**config.mk**
```make
export PLATFORM = sky130hd
export DESIGN_NAME = fifo_wr_arbiter
export DESIGN_NICKNAME = d
export VERILOG_FILES = /design/src/rtl/fifo_wr_arbiter.sv
export SDC_FILE = /design/constraint.sdc
export NUM_CORES = 1
export LEC_CHECK = 0
export ABC_CLOCK_PERIOD_IN_PS = 1600
export BUFFER_PORTS_ARGS = -buffer_cell sky130_fd_sc_hd__buf_2
export CAP_MARGIN = 30
export CORE_UTILIZATION = 46
export CTS_CLUSTER_SIZE = 28
export DETAILED_ROUTE_END_ITERATION = 16
export PLACE_DENSITY = 0.8
export SLEW_MARGIN = 20
export SYNTH_ARGS = -nofsm -noshare
export SYNTH_HDL_FRONTEND = slang
export SYNTH_SLANG_ARGS = --single-unit
```
**constraint.sdc**
```tcl
create_clock -name wclk -period 1.6 [get_ports wclk]
set_input_delay 0.24 -clock wclk [delete_from_list [all_inputs] [get_ports wclk]]
set_output_delay 0.24 -clock wclk [all_outputs]
set_load 0.05 [all_outputs]
```
**src/rtl/fifo_wr_arbiter.sv**
```systemverilog
// Round-robin burst arbiter sharing one FIFO write port among NUM_REQ requesters.
// Grants one requester at a time for up to MAX_BURST accepted beats, stalling on fifo_full.
module fifo_wr_arbiter #(
    parameter int Width     = 4,
    parameter int NUM_REQ   = 4,
    parameter int MAX_BURST = 4
) (
    input  logic                     wclk,
    input  logic                     wreset,
    input  logic [NUM_REQ-1:0]       req,
    input  logic [NUM_REQ*Width-1:0] req_data,
    output logic [NUM_REQ-1:0]       ack,
    output logic [NUM_REQ-1:0]       gnt,
    output logic                     busy,
    input  logic                     fifo_full,
    output logic                     fifo_wen,
    output logic [Width-1:0]         fifo_wdata
);

    localparam int IdxW = $clog2(NUM_REQ);
    localparam int CntW = $clog2(MAX_BURST) + 1;
    localparam logic [IdxW-1:0] LastInit = IdxW'(NUM_REQ - 1);
    localparam logic [CntW-1:0] CntLast  = CntW'(MAX_BURST - 1);

    typedef enum logic {
        IDLE,
        GRANT
    } state_t;

    state_t              state, state_nxt;
    logic [IdxW-1:0]     g, g_nxt;
    logic [IdxW-1:0]     last, last_nxt;
    logic [CntW-1:0]     beat_cnt, beat_cnt_nxt;
    logic [NUM_REQ-1:0]  gnt_nxt;
    logic                release_now;

    // First requesting index after base, wrapping modulo NUM_REQ; base itself is checked last.
    function automatic logic [IdxW-1:0] rr_pick(input logic [IdxW-1:0]    base,
                                                input logic [NUM_REQ-1:0] r);
        logic [IdxW-1:0] pick;
        logic [IdxW-1:0] cand;
        logic            found;
        pick  = base;
        found = 1'b0;
        for (int k = 1; k <= NUM_REQ; k++) begin
            cand = IdxW'((int'(base) + k) % NUM_REQ);
            if (!found && r[cand]) begin
                pick  = cand;
                found = 1'b1;
            end
        end
        return pick;
    endfunction

    // Handshake is purely combinational from the registered grant, so the FIFO
    // accepts a beat on the same edge its ack is seen.
    always_comb begin
        // NOTE: every signal written in a combinational block gets a default first;
        // a path that leaves one unassigned would infer a latch.
        ack        = gnt & req & {NUM_REQ{~fifo_full}};
        fifo_wen   = |ack;
        busy       = |gnt;
        fifo_wdata = '0;
        for (int i = 0; i < NUM_REQ; i++) begin
            if (gnt[i]) begin
                fifo_wdata = req_data[i*Width +: Width];
            end
        end
    end

    always_comb begin
        state_nxt    = state;
        g_nxt        = g;
        last_nxt     = last;
        beat_cnt_nxt = beat_cnt;
        gnt_nxt      = gnt;
        release_now  = 1'b0;

        case (state)
            IDLE: begin
                if (|req) begin
                    state_nxt = GRANT;
                    g_nxt     = rr_pick(last, req);
                    gnt_nxt   = NUM_REQ'(1) << g_nxt;
                end
            end

            GRANT: begin
                // Stall cycles never advance the count, so the cap is on accepted beats only.
                release_now = !req[g] || (ack[g] && (beat_cnt == CntLast));
                if (release_now) begin
                    last_nxt     = g;
                    beat_cnt_nxt = '0;
                    if (|req) begin
                        g_nxt   = rr_pick(g, req);
                        gnt_nxt = NUM_REQ'(1) << g_nxt;
                    end else begin
                        state_nxt = IDLE;
                        gnt_nxt   = '0;
                    end
                end else if (ack[g]) begin
                    beat_cnt_nxt = beat_cnt + CntW'(1);
                end
            end

            default: begin
                state_nxt    = IDLE;
                gnt_nxt      = '0;
                beat_cnt_nxt = '0;
            end
        endcase
    end

    // Reset clears the grant asynchronously, so a partial burst is abandoned at once.
    always_ff @(posedge wclk or negedge wreset) begin
        if (!wreset) begin
            state    <= IDLE;
            gnt      <= '0;
            g        <= '0;
            last     <= LastInit;
            beat_cnt <= '0;
        end else begin
            // NOTE: state registers use non-blocking assignments so every flop
            // samples the pre-edge values regardless of statement order.
            state    <= state_nxt;
            gnt      <= gnt_nxt;
            g        <= g_nxt;
            last     <= last_nxt;
            beat_cnt <= beat_cnt_nxt;
        end
    end

endmodule

```
# Word-level counts from Yosys, hierarchy flattened
# Cells that the tools add are included.
[totals]
ff_bits = 12
[op_classes]
n_addsub = 9
n_lt_le_gt_ge = 9
n_eq_ne = 4
n_shift = 2
muxes = 71
bitwise_logic = 4
n_reduce_logical = 23
[ops]
columns = ["cell", "n"]
rows = [
  ["two-way mux 1 bit", 33],
  ["two-way mux 2 bit", 16],
  ["two-way mux 4 bit", 7],
  ["< comparator 2 x 3 -> 1 bit, second input constant", 9],
  ["binary-select mux 1 bit (select 2 bit)", 10],
  ["OR reduction 4 bit", 3],
  ["adder 2 x 1 -> 2 bit, second input constant", 4],
  ["adder 2 bit, second input constant", 4],
  ["AND 4 bit", 2],
  ["one-hot mux 4 bit (2 select lines)", 1],
  ["left shift 1 x 2 -> 4 bit, first input constant", 2],
  ["logical AND 1 bit", 7],
  ["logical NOT 1 bit", 7],
  ["two-way mux 3 bit", 2],
  ["AND reduction 2 bit", 3],
  ["!= test 2 x 1 -> 1 bit, second input constant", 2],
  ["one-hot mux 2 bit (2 select lines)", 1],
  ["adder 3 x 1 -> 3 bit, second input constant", 1],
  ["== test 3 x 2 -> 1 bit, second input constant", 1],
  ["AND reduction 3 bit", 1],
  ["!= test 2 bit, second input constant", 1],
  ["NOT 1 bit", 2],
  ["one-hot mux 1 bit (2 select lines)", 1],
  ["nonzero test 2 bit", 1],
  ["logical OR 1 bit", 1],
]

# Logic depth before layout (Yosys ltp)
[depth]
word_depth = 30
ltp_mapped = 7
ltp_nobuf = 6

# Worst setup path after synthesis
# Ideal clock, no wire load.
[synth_path]
path_kind = "reg-to-output"
from = "register gnt[1]"
to = "output port fifo_wdata[2]"
t_arrival_ns = 2.264
required_time_ns = 1.360
setup_slack_ns = -0.904
stages_incl_launch_ff = 7
path_buffers = 1
cell_sequence = "dfrtp_1 -> buf_2 -> nor2b_1 -> a22oi_1 -> nor2_1 -> a21oi_1 -> o21ai_0"
[synth_via]
elab_chain_len = 3
[synth_rtl]
columns = ["item", "line", "rtl"]
rows = [
  ["start, declared", "13", "output logic [NUM_REQ-1:0] gnt,"],
  ["start signal, assigned", "126", "gnt <= gnt_nxt;"],
  ["two-way mux 4 bit (3 in series)", "65", "if (gnt[i]) begin"],
  ["end, declared", "17", "output logic [Width-1:0] fifo_wdata"],
]
# Every way passes these cells.

# Worst setup path in the final report
[layout_path]
from = "register gnt[1]"
to = "output port fifo_wdata[1]"
# Same word-level chain as after synthesis.

==> results.md <==
- Final Cell Area: 1820 sq um
- Root Driver: clkbuf_4
- Beginning of the worst hold path: req[1]
- Post-Syn Nets: 161
- Die area: 2770 sq um
- Fin nets: 222
- Placed inst area: 1600 sq um
- Post-DRT Antenna Nets: 0
- Total CTS buffers: 3
- Synth warnings: 0
- Most used DFF post-synth: dfrtp_1
- Layout cells sized above 1: 58.2%
- Worst min path class: input pin to register
- IO Count: 37
- Vias per cell: 6.01
- GRT Util Overall: 29.1%
- Crit-path max FO: 10
- Flops & latches, synth: 12
- Port bufs: 36
- Sequential-to-total area share from yosys stat: 25.7%
- Mean post-synth cell area: 8.66 sq um
- Initial DRC count: 51
- Die Width: 52.6 um
- DRT Pass-1 Iters: 4
- Final HPWL DP: 2630 um
- Overflow after GRT: 0
- Clk sink count: 12
- Gpl congestion: 1.04
- RSZ-0062 raised after global routing: yes
- Status: finished, violations left
- Most frequent cells in the layout: 30 x buf_2, 27 x buf_4, 12 x nand2_1, 9 x buf_6, 7 x nor2_1
- Commonest non-fill, non-tap cell in the layout: buf_2
- First-pass GRT wire length: 5820 um
- Async SR Flop Fraction: 100%
- DRC viols: 0
- CP startpoint kind: register
- Clock Skew: 0.000563 ns
- # fillers: 144
- DR vias: 1346
- Tcrit/Tclk final: 120%
- H-tree Lvls: 1
- Vias in the first global route: 1313
- Worst reg2reg path startpoint: last[1]
- Max Clk Rate: 521 MHz
- Worst path required time: 1.36 ns
- Crit end category: primary output
- Synth-to-layout area growth: 54.9%
- Final setup viols: 17
- Worst-path clk slew: 0.08 ns
- Final min period: 1.92 ns
- Antenna diodes: 0
- Slack of the critical path: -0.318 ns
- Row cnt: 17
- Wirelength per Cell: 17.2 um
- Initial antenna violation count: 0
- Max-slew violations: 0
- Core ar.: 2320 sq um
- VDD IR max: 0.00162 V
- Critical path class: register to primary output
- Normalized max-slew margin: 73.8%
- Library cells used by synthesis: 46
- P_leak: 0.842 nW
- WL final: 3850 um
- Pwr dens: 1990 nW/um^2
- Hold Fails Final Rpt: 0
- Final setup TNS: -2.66 ns
- Critical path startpoint: gnt[1]
- Mapped Cells: 136
- Synth Cell Area: 1180 sq um
- Number of flops mapped to enable cells by yosys: 0
- Max clock buf depth: 2
- Final Total Pwr: 3.64 mW
- Worst-Margin Slew: 0.391 ns
- Starting Density: 50.8%
- CP Data Arrival Time: 1.68 ns
- Failing checks: setup timing
- Pin count of the biggest net entering global routing: 13
- Max-Cap Viols: 0
- TritonCTS clock tree: yes
- Height of the die: 52.6 um
- Worst-Skew Late Latency: 0.28 ns
[path summary, 6_finish.rpt]
| path | end | slack [ns] | cells after the start |
|---|---|---|---|
| min in group asynchronous | beat_cnt[0] | 0.37 | 2 |
| worst min register to register | beat_cnt[2] | 0.53 | 2 |
| worst min-delay path | state | 0.30 | 2 |
| worst max-delay path | fifo_wdata[1] | -0.32 | 7 |
| worst max register to register | gnt[1] | -0.22 | 6 |
| max in group asynchronous | last[0] | 0.96 | 2 |
[sequential cells by signal (all words and copies together), names as in the netlist]
| name | flops |
|---|---|
| state | 1 |
| beat_cnt | 3 |
| g | 2 |
| gnt | 4 |
| last | 2 |
[cell families (layout without fill, tap and decap cells)]
family                   after synthesis  in the layout  share of synthesized area (%)
adder cells (fa/ha/maj)                2              2                           2.13
flip-flops                            12             12                           25.7
AO/OA/AOI/OAI                         41             41                           26.4
multiplexers                          15             15                           16.2
buffers and inverters                 17             77                           7.76
AND/OR/NAND/NOR                       49             49                           21.9
[metal layers]
layer	up-vias	GRT usage [%]	wire, um
met3	18	7.25	226
met2	64	51.1	1910
met4	0	10.1	199
met5	-	0	0
met1	637	33.9	1510
li1	627	-	-
[final cells by class]
class / count / area, sq um / share of cell area [%]
timing repair buffer: 68 / 479 / 26.3
sequential: 12 / 309 / 16.9
tap: 28 / 35.0 / 1.92
clock buffer: 4 / 36.3 / 1.99
inverter: 5 / 18.8 / 1.03
multi-input combinational: 107 / 946 / 51.9
[worst max-delay path, cell delays in order (launching register included)]
cell	delay [ns]
dfrtp_2	0.43
buf_6	0.15
nor2b_4	0.14
a22oi_2	0.07
nor2_1	0.20
a21oi_2	0.10
o21ai_2	0.13
buf_6	0.17
[where the power goes]
part	total (mW)	internal (mW)	switching [mW]
clock	0.248	0.139	0.110
combinational	2.78	1.27	1.51
sequential	0.605	0.455	0.150
total	3.64	1.87	1.77
[through the flow]
step           util [%]  cells  setup WS, ns  hold slack [ns]
2_1_floorplan         -    136        -0.341          -0.0556
5_1_grt            78.7    224        -0.374            0.301
3_5_place_dp       69.0    217        -0.222            0.140
6_report           78.7    224        -0.318            0.301
4_1_cts            74.8    223        -0.246            0.294
3_3_place_gp       69.0    217        -0.165            0.129
[repair_timing]
action	CTS	global route
resized for setup	22	17
buffers inserted	1	1
hold buffers	1	0
setup endpoints to repair	17	17
pin swaps	1	2
hold endpoints to repair	10	0
[synth_stat cells, types with 2 or more instances]
master,count,area (sq um)
nand2_1,14,52.6
nor2_1,11,41.3
dfrtp_1,10,250
o21ai_0,9,45.0
a21oi_1,7,35.0
nor2b_1,6,37.5
inv_1,5,18.8
mux2_2,5,56.3
nand2b_1,5,31.3
buf_2,4,20.0
clkbuf_1,4,15.0
mux2i_1,4,40.0
o31ai_1,4,30.0
a22oi_1,3,22.5
mux2_1,3,33.8
buf_4,2,15.0
buf_6,2,22.5
dfstp_2,2,52.6
ha_1,2,25.0
nand3b_1,2,15.0
nor3_1,2,10.0
nor3b_1,2,15.0
o211ai_1,2,15.0
o2bb2ai_1,2,17.5
o32ai_1,2,17.5
or4_1,2,15.0
Power figures use the tool's default switching activity.
